==> src/rtl/lfsr_pkg.sv <==
// Shared types, mode constants and maximal-length tap tables for the PRBS generator.
package lfsr_pkg;

    typedef enum logic {
        IDLE = 1'b0,
        RUN  = 1'b1
    } lfsr_state_e;

    localparam int MODE_FIB = 0;
    localparam int MODE_GAL = 1;

    // Fibonacci feedback mask: bit t-1 set for each polynomial tap t.
    function automatic logic [31:0] fib_mask(input int n);
        logic [31:0] m;
        case (n)
            2:       m = 32'h0000_0003;
            3:       m = 32'h0000_0006;
            4:       m = 32'h0000_000C;
            5:       m = 32'h0000_0014;
            6:       m = 32'h0000_0030;
            7:       m = 32'h0000_0060;
            8:       m = 32'h0000_00B8;
            9:       m = 32'h0000_0110;
            10:      m = 32'h0000_0240;
            11:      m = 32'h0000_0500;
            12:      m = 32'h0000_0829;
            13:      m = 32'h0000_100D;
            14:      m = 32'h0000_2015;
            15:      m = 32'h0000_6000;
            16:      m = 32'h0000_D008;
            17:      m = 32'h0001_2000;
            18:      m = 32'h0002_0400;
            19:      m = 32'h0004_0023;
            20:      m = 32'h0009_0000;
            21:      m = 32'h0014_0000;
            22:      m = 32'h0030_0000;
            23:      m = 32'h0042_0000;
            24:      m = 32'h00E1_0000;
            25:      m = 32'h0120_0000;
            26:      m = 32'h0200_0023;
            27:      m = 32'h0400_0013;
            28:      m = 32'h0900_0000;
            29:      m = 32'h1400_0000;
            30:      m = 32'h2000_0029;
            31:      m = 32'h4800_0000;
            32:      m = 32'h8020_0003;
            default: m = 32'h0000_0000;
        endcase
        return m;
    endfunction

    // Same polynomial in Galois form: lower-order coefficients, x^0 always present.
    function automatic logic [31:0] gal_poly(input int n);
        logic [32:0] ext;
        ext = {fib_mask(n), 1'b1};
        ext = ext & ((33'd1 << n) - 33'd1);
        return ext[31:0];
    endfunction

endpackage

==> src/rtl/lfsr_core.sv <==
// Combinational one-step LFSR advance in Fibonacci or Galois form.
module lfsr_core
    import lfsr_pkg::*;
#(
    parameter int N    = 8,
    parameter int MODE = MODE_FIB
) (
    input  logic [N-1:0] cur_data,
    output logic [N-1:0] next_data
);

    if (MODE == MODE_FIB) begin : g_fib
        localparam logic [N-1:0] FIB_MASK = N'(fib_mask(N));
        assign next_data = {cur_data[N-2:0], ^(cur_data & FIB_MASK)};
    end else begin : g_gal
        localparam logic [N-1:0] GAL_POLY = N'(gal_poly(N));
        assign next_data = (cur_data << 1) ^ (cur_data[N-1] ? GAL_POLY : '0);
    end

endmodule

==> src/rtl/lfsr_prbs_gen.sv <==
// PRBS source: seeded maximal-length LFSR with start/stop FSM and period-done pulse.
// One step per cycle with step_en high in RUN; no backpressure, step_en simply gates advance.
module lfsr_prbs_gen
    import lfsr_pkg::*;
#(
    parameter int N          = 8,
    parameter int MODE       = MODE_FIB,
    parameter int CONTINUOUS = 0
) (
    input  logic         clk,
    input  logic         reset,
    input  logic         load_seed,
    input  logic [N-1:0] seed_data,
    input  logic         start,
    input  logic         stop,
    input  logic         step_en,
    output logic [N-1:0] lfsr_data,
    output logic         lfsr_bit,
    output logic         lfsr_done,
    output logic         busy,
    output logic         seed_err
);

    if (N < 2 || N > 32) begin : g_bad_n
        $error("lfsr_prbs_gen: N must be in 2..32");
    end
    if (MODE != MODE_FIB && MODE != MODE_GAL) begin : g_bad_mode
        $error("lfsr_prbs_gen: MODE must be 0 or 1");
    end

    localparam logic [N-1:0] ONE  = N'(1);
    // Count of the step that completes the period, 2^N - 2 before wrapping.
    localparam logic [N-1:0] LAST = ~ONE;

    lfsr_state_e  state_q, state_d;
    logic [N-1:0] data_q, data_d;
    logic [N-1:0] cnt_q, cnt_d;
    logic         done_q, done_d;
    logic         err_q, err_d;
    logic [N-1:0] next_data;

    lfsr_core #(
        .N    (N),
        .MODE (MODE)
    ) u_core (
        .cur_data  (data_q),
        .next_data (next_data)
    );

    always_comb begin
        state_d = state_q;
        data_d  = data_q;
        cnt_d   = cnt_q;
        done_d  = 1'b0;
        err_d   = err_q;
        case (state_q)
            IDLE: begin
                if (load_seed) begin
                    if (seed_data != '0) begin
                        data_d = seed_data;
                        err_d  = 1'b0;
                    end else begin
                        err_d  = 1'b1;
                    end
                end else if (start) begin
                    state_d = RUN;
                    cnt_d   = '0;
                end
            end
            RUN: begin
                // Stop wins over a step, including the one that would finish the period.
                if (stop) begin
                    state_d = IDLE;
                    cnt_d   = '0;
                end else if (step_en) begin
                    data_d = next_data;
                    if (cnt_q == LAST) begin
                        cnt_d  = '0;
                        done_d = 1'b1;
                        if (CONTINUOUS == 0) begin
                            state_d = IDLE;
                        end
                    end else begin
                        cnt_d = cnt_q + ONE;
                    end
                end
            end
            default: state_d = IDLE;
        endcase
    end

    always_ff @(posedge clk or negedge reset) begin
        if (!reset) begin
            state_q <= IDLE;
            data_q  <= ONE;
            cnt_q   <= '0;
            done_q  <= 1'b0;
            err_q   <= 1'b0;
        end else begin
            state_q <= state_d;
            data_q  <= data_d;
            cnt_q   <= cnt_d;
            done_q  <= done_d;
            err_q   <= err_d;
        end
    end

    assign lfsr_data = data_q;
    assign lfsr_bit  = data_q[N-1];
    assign lfsr_done = done_q;
    assign busy      = (state_q == RUN);
    assign seed_err  = err_q;

endmodule

==> config.mk <==
export PLATFORM = sky130hd
export DESIGN_NAME = lfsr_prbs_gen
export DESIGN_NICKNAME = d
export VERILOG_FILES = /design/src/rtl/lfsr_pkg.sv /design/src/rtl/lfsr_core.sv /design/src/rtl/lfsr_prbs_gen.sv
export SDC_FILE = /design/constraint.sdc
export NUM_CORES = 1
export LEC_CHECK = 0
export BUFFER_PORTS_ARGS = -buffer_cell sky130_fd_sc_hd__buf_4
export CORE_UTILIZATION = 49
export CTS_BUF_LIST = sky130_fd_sc_hd__clkbuf_2 sky130_fd_sc_hd__clkbuf_4 sky130_fd_sc_hd__clkbuf_8
export DETAILED_ROUTE_END_ITERATION = 7
export PLACE_DENSITY = 0.77
export SLEW_MARGIN = 30
export SYNTH_ARGS = -nofsm -noshare
export SYNTH_HDL_FRONTEND = slang
export SYNTH_SLANG_ARGS = --single-unit
==> constraint.sdc <==
create_clock -name clk -period 1.4 [get_ports clk]
set_input_delay 0.07 -clock clk [delete_from_list [all_inputs] [get_ports clk]]
set_output_delay 0.07 -clock clk [all_outputs]
set_load 0.03 [all_outputs]
-- Word level (Yosys, flattened, before mapping)
Index checks and enable logic that the tools add are counted.
Widths: inputs -> output; s select.
- word-level logic and storage cells: 42
- register bits: 19
- input port bits: 14
- multiplexer cells: 22
- reduce and logical (&&, ||, !) cells: 5
- bitwise operators: 1
- add/sub/neg operators: 1
- eq/ne operators: 8
- operators with widths (kind ; number):
    $mux 8 ; 9
    $pmux 8 s2 ; 2
    $ne 2x2->1 const B ; 6
    $mux 1 ; 10
    $add 8x1->8 const B ; 1
    $eq 8x8->1 const B ; 1
    $reduce_bool 8->1 ; 1
    $reduce_xor 8->1 ; 1
    $reduce_and 4->1 ; 1
    $ne 3x3->1 const B ; 1
    $reduce_and 3->1 ; 1
    $pmux 1 s2 ; 1
    $reduce_and 2->1 ; 1
    $not 1->1 ; 1

-- Depth between registers and ports, before layout
- depth after elaboration: 5
- mapped depth: 5
- depth with buffers taken out: 5

-- Modules after synthesis
Synthesis repeated with hierarchy kept, for this count alone.
- cell total of the unflattened synthesis: 132
- area, all modules: 1247.4 um2
- by module, submodules not included (module ; cells an instance ; seq. area each (um2) ; times used ; area an instance (um2)):
    lfsr_prbs_gen ; 122 ; 476.7 ; 1 ; 1168.6
    lfsr_core ; 10 ; 0.0 ; 1 ; 78.8

-- Least setup slack after synthesis
OpenSTA, ideal clock, no wires.
- path kind: register to register
- from: reg state_q, in the netlist busy
- to: reg data_q[1], in the netlist lfsr_data[1]
- data arrival time: 1.443 ns
- cell stages (with the launch flop): 5
- setup slack: -0.168 ns
- buffers on the path: 1
- setup time: 0.125 ns
- required time: 1.275 ns
- clock period less this slack: 1.568 ns
- cells stage by stage: dfrtp_1 -> buf_6 -> nand3b_4 -> a21boi_4 -> mux2_4
- cells in the longest elaborated chain, start to end: 3
- elaborated cells between the ends (all ways): 7
- ends and longest elaborated chain (what ; RTL line ; RTL):
    start, declared ; lfsr_prbs_gen.sv:35 ; lfsr_state_e state_q, state_d;
    start signal, assigned ; lfsr_prbs_gen.sv:100 ; state_q <= state_d;
    $not 1->1 (no source line) ; n/a ;
    $ne 2x2->1 (no source line) ; n/a ;
    $reduce_and 4->1 (no source line) ; n/a ;
    end signal, assigned ; lfsr_prbs_gen.sv:101 ; data_q <= data_d;
    end, declared ; lfsr_prbs_gen.sv:36 ; logic [N-1:0] data_q, data_d;
Parallel ways exist; a longest one is shown, timed or not.
A chain may end at the register's enable or synchronous reset.

-- Final worst setup path
- from: reg state_q, in the netlist busy
- to: reg data_q[3], in the netlist lfsr_data[3]
The elaborated chain is that of the path after synthesis.

==> flow_summary.ini <==
[synth]
synth.yosys.seq_area_share_pct = 43.0
synth_enable_flop_cells = 0
netlist_area_um2 = 1110
synthArstFlopShare_pct = 100
synth_compound_area_share_pct = 14.0
synth.avg_cell_area_um2 = 12.5
synth_top_family_by_area = simple AND/OR/NAND/NOR gates
yosys_warnings = 0
synth_nets = 105
ys_types = 37
syn_inst = 89
muxShareOfSynthArea_pct = 17.6
yosys.area_share.simple_pct = 18.5
synth_fa_ha_area_share_pct = 2.25
ys.flop_type = dfrtp_1
synth-xor-area-share_pct = 2.37
synth_seq_cells = 19

[power_and_ir_drop]
sw_frac_of_total_pct = 40.4
powerDensity_nw_per_um2 = 1550
p_switching_uw = 975
internal_power_mw = 1.44
leakage_nw = 0.754
ir_worst_vdd_v = 0.00137
p_seq_share_pct = 35.4
finalPower_mw = 2.41
clkPwrFrac_pct = 12.1
combPwrFrac_pct = 52.5

[clocking]
clk_latency_ns = 0.31
cts_max_level = 1
clk_pin_slew_ns = 0.12
clock-sinks = 19
tritoncts = built
numCtsBuffers = 3
cts_buffer_depth = 2
clockRootBuffer = clkbuf_4

[timing]
setup_violations = 9
max_slew.worst_pin.slew_ns = 0.398
hold_viol_final = 0
period_minus_slack_ns = 1.43
skew_ns = 0.00997
relSlewSlack_pct = 73.4
hold_slack_ns = 0.00855
setup_slack_ns = -0.0349
max_freq_mhz = 697
drv_slew = 0
rsz0062_at_grt = true
min_period_over_period_pct = 102

[global_routing]
grt_use_total_pct = 24.4
grt_max_degree = 20
antenna_found_initial = 0
grt_pass1_wl_mm = 4.39
grt_pass1_vias = 925
overflow = 0

[critical_path]
critPathCapture = lfsr_data[3]
critical_path_arrival_ns = 1.63
r2r_end = lfsr_data[3]
worst_setup_path_start_kind = flip-flop
r2r_slack_ns = -0.03
timing.critical_path.from = busy
path_class = reg -> reg
required_ns = 1.60
end_kind = flip-flop
cp_max_fo = 8
rr_worst_depth = 4
r2r_start = busy

[route]
drcViolationCount = 0
vias = 912
drtPass1Iterations = 4
drt-total-wl_mm = 2.69
drt_iter0_markers = 14
drt-vias-per-instance = 5.77
antenna_left = 0
wl_per_cell_um = 17.0

[finish]
final_nets = 148
layout-drive-gt1-share_pct = 61.8
layout_commonest_cell = buf_4
area_growth_pct = 40.0
finalNonFillerCells = 158
mostFrequentLayoutCells = buf_4 (36), dfrtp_1 (16), mux2_2 (8)
nFillCells = 135
diodes = 0

[die]
die_area_um2 = 2460
start_util_pct = 54.4
die_w_um = 49.6
core-area_um2 = 2040
die_y_um = 49.6
placementRows = 16
ios = 26

[min_path]
hold_path_class = in -> reg

[outcome]
status = finished, violations left
violations = negative setup slack

[placed_design]
dp_hpwl_mm = 1.98
io_buffer_count = 25
gp_congestion = 0.751
place_inst = 151

[job]
maxCapViolCount = 0
-- through the flow --
step,cell area [µm²],util (%),setup slack [ns],TNS [ns]
2_1_floorplan,1110,-,-0.113,-0.882
3_3_place_gp,1420,69.5,-0.0697,-0.158
3_5_place_dp,1420,69.5,-0.203,-0.766
4_1_cts,1500,73.3,-0.0323,-0.238
5_1_grt,1550,76.1,-0.0906,-0.803
6_report,1550,76.1,-0.0349,-0.260
-- kinds of logic (layout without fill, tap and decap cells) --
| kind of cell | count (synthesis) | count (layout) |
|---|---|---|
| fa+ha+maj | 2 | 2 |
| compound gates | 20 | 21 |
| mux | 15 | 15 |
| flops | 19 | 19 |
| simple gates | 26 | 26 |
| buf+inv | 4 | 45 |
| xor+xnor | 3 | 3 |
-- worst min-delay path by stage --
stage / startpoint / to / slack (ns) / cells after the start
after floorplan: reset / busy / -0.23 / 0
after global placement: reset / cnt_q[3] / -0.04 / 1
after detailed placement: reset / cnt_q[5] / -0.05 / 1
after CTS: step_en / busy / 0.007 / 2
after global routing: step_en / busy / 0.03 / 2
final: step_en / busy / 0.009 / 2
-- Yosys cell counts (2+ instances only) --
cell type   n  area (µm²)
ha_1        2        25.0
mux2_2      8        90.1
a22o_1      2        17.5
a31oi_1     2        12.5
nor2b_1     3        18.8
nor2_1      4        15.0
nand2_1     2        7.51
nor3b_1     2        15.0
dfrtp_1    18         450
inv_1       2        7.51
o21ai_0     5        25.0
a21o_1      2        15.0
xnor2_1     3        26.3
mux2_4      7         105
and3_1      3        18.8
and2_1      2        12.5
nor4_4      2        42.5
-- layout make-up --
cell class	count	area (µm²)	area share [%]
multi-input combinational	67	694	44.7
clock buffer	3	22.5	1.45
sequential	19	479	30.8
inverter	2	7.51	0.483
tap	27	33.8	2.17
timing repair buffer	39	312	20.0
clock inverter	1	5.00	0.322
-- power by group through the flow --
stage               logic [mW]  registers (mW)  clock network, mW
finish                    1.27           0.853              0.293
detailed placement        1.18           0.856                  0
floorplan                0.546            1.07                  0
global placement          1.14           0.842                  0
CTS                       1.22           0.847              0.290
global route              1.34           0.874              0.301
-- state kept, by name, summed over array words and instances, names as in the netlist --
signal	count
cnt_q	8
lfsr_done	1
lfsr_data	8
seed_err	1
busy	1
-- repair_timing --
action | 4_1_cts | 5_1_grt
hold buffers | 1 | 0
pin swaps | 3 | 0
cloned | 1 | 0
setup buffers | 0 | 1
endpoints found under the setup margin | 13 | 15
endpoints found under the hold margin | 19 | 0
resized for setup | 8 | 14
-- critical path: stages, from the launching register on --
cell	delay, ns
dfrtp_2	0.44
buf_6	0.14
nor2b_4	0.05
a21boi_4	0.35
mux2_4	0.34
-- layer usage --
layer  vias to the layer above  share of wire (%)  track usage (%)
met3                         8                4.1             3.70
met2                        40                 54             43.7
met5                         -                  0                0
met1                       445                 39             27.1
li1                        419                  -                -
met4                         0                2.5             14.3
(Power assumes the default switching activity.)
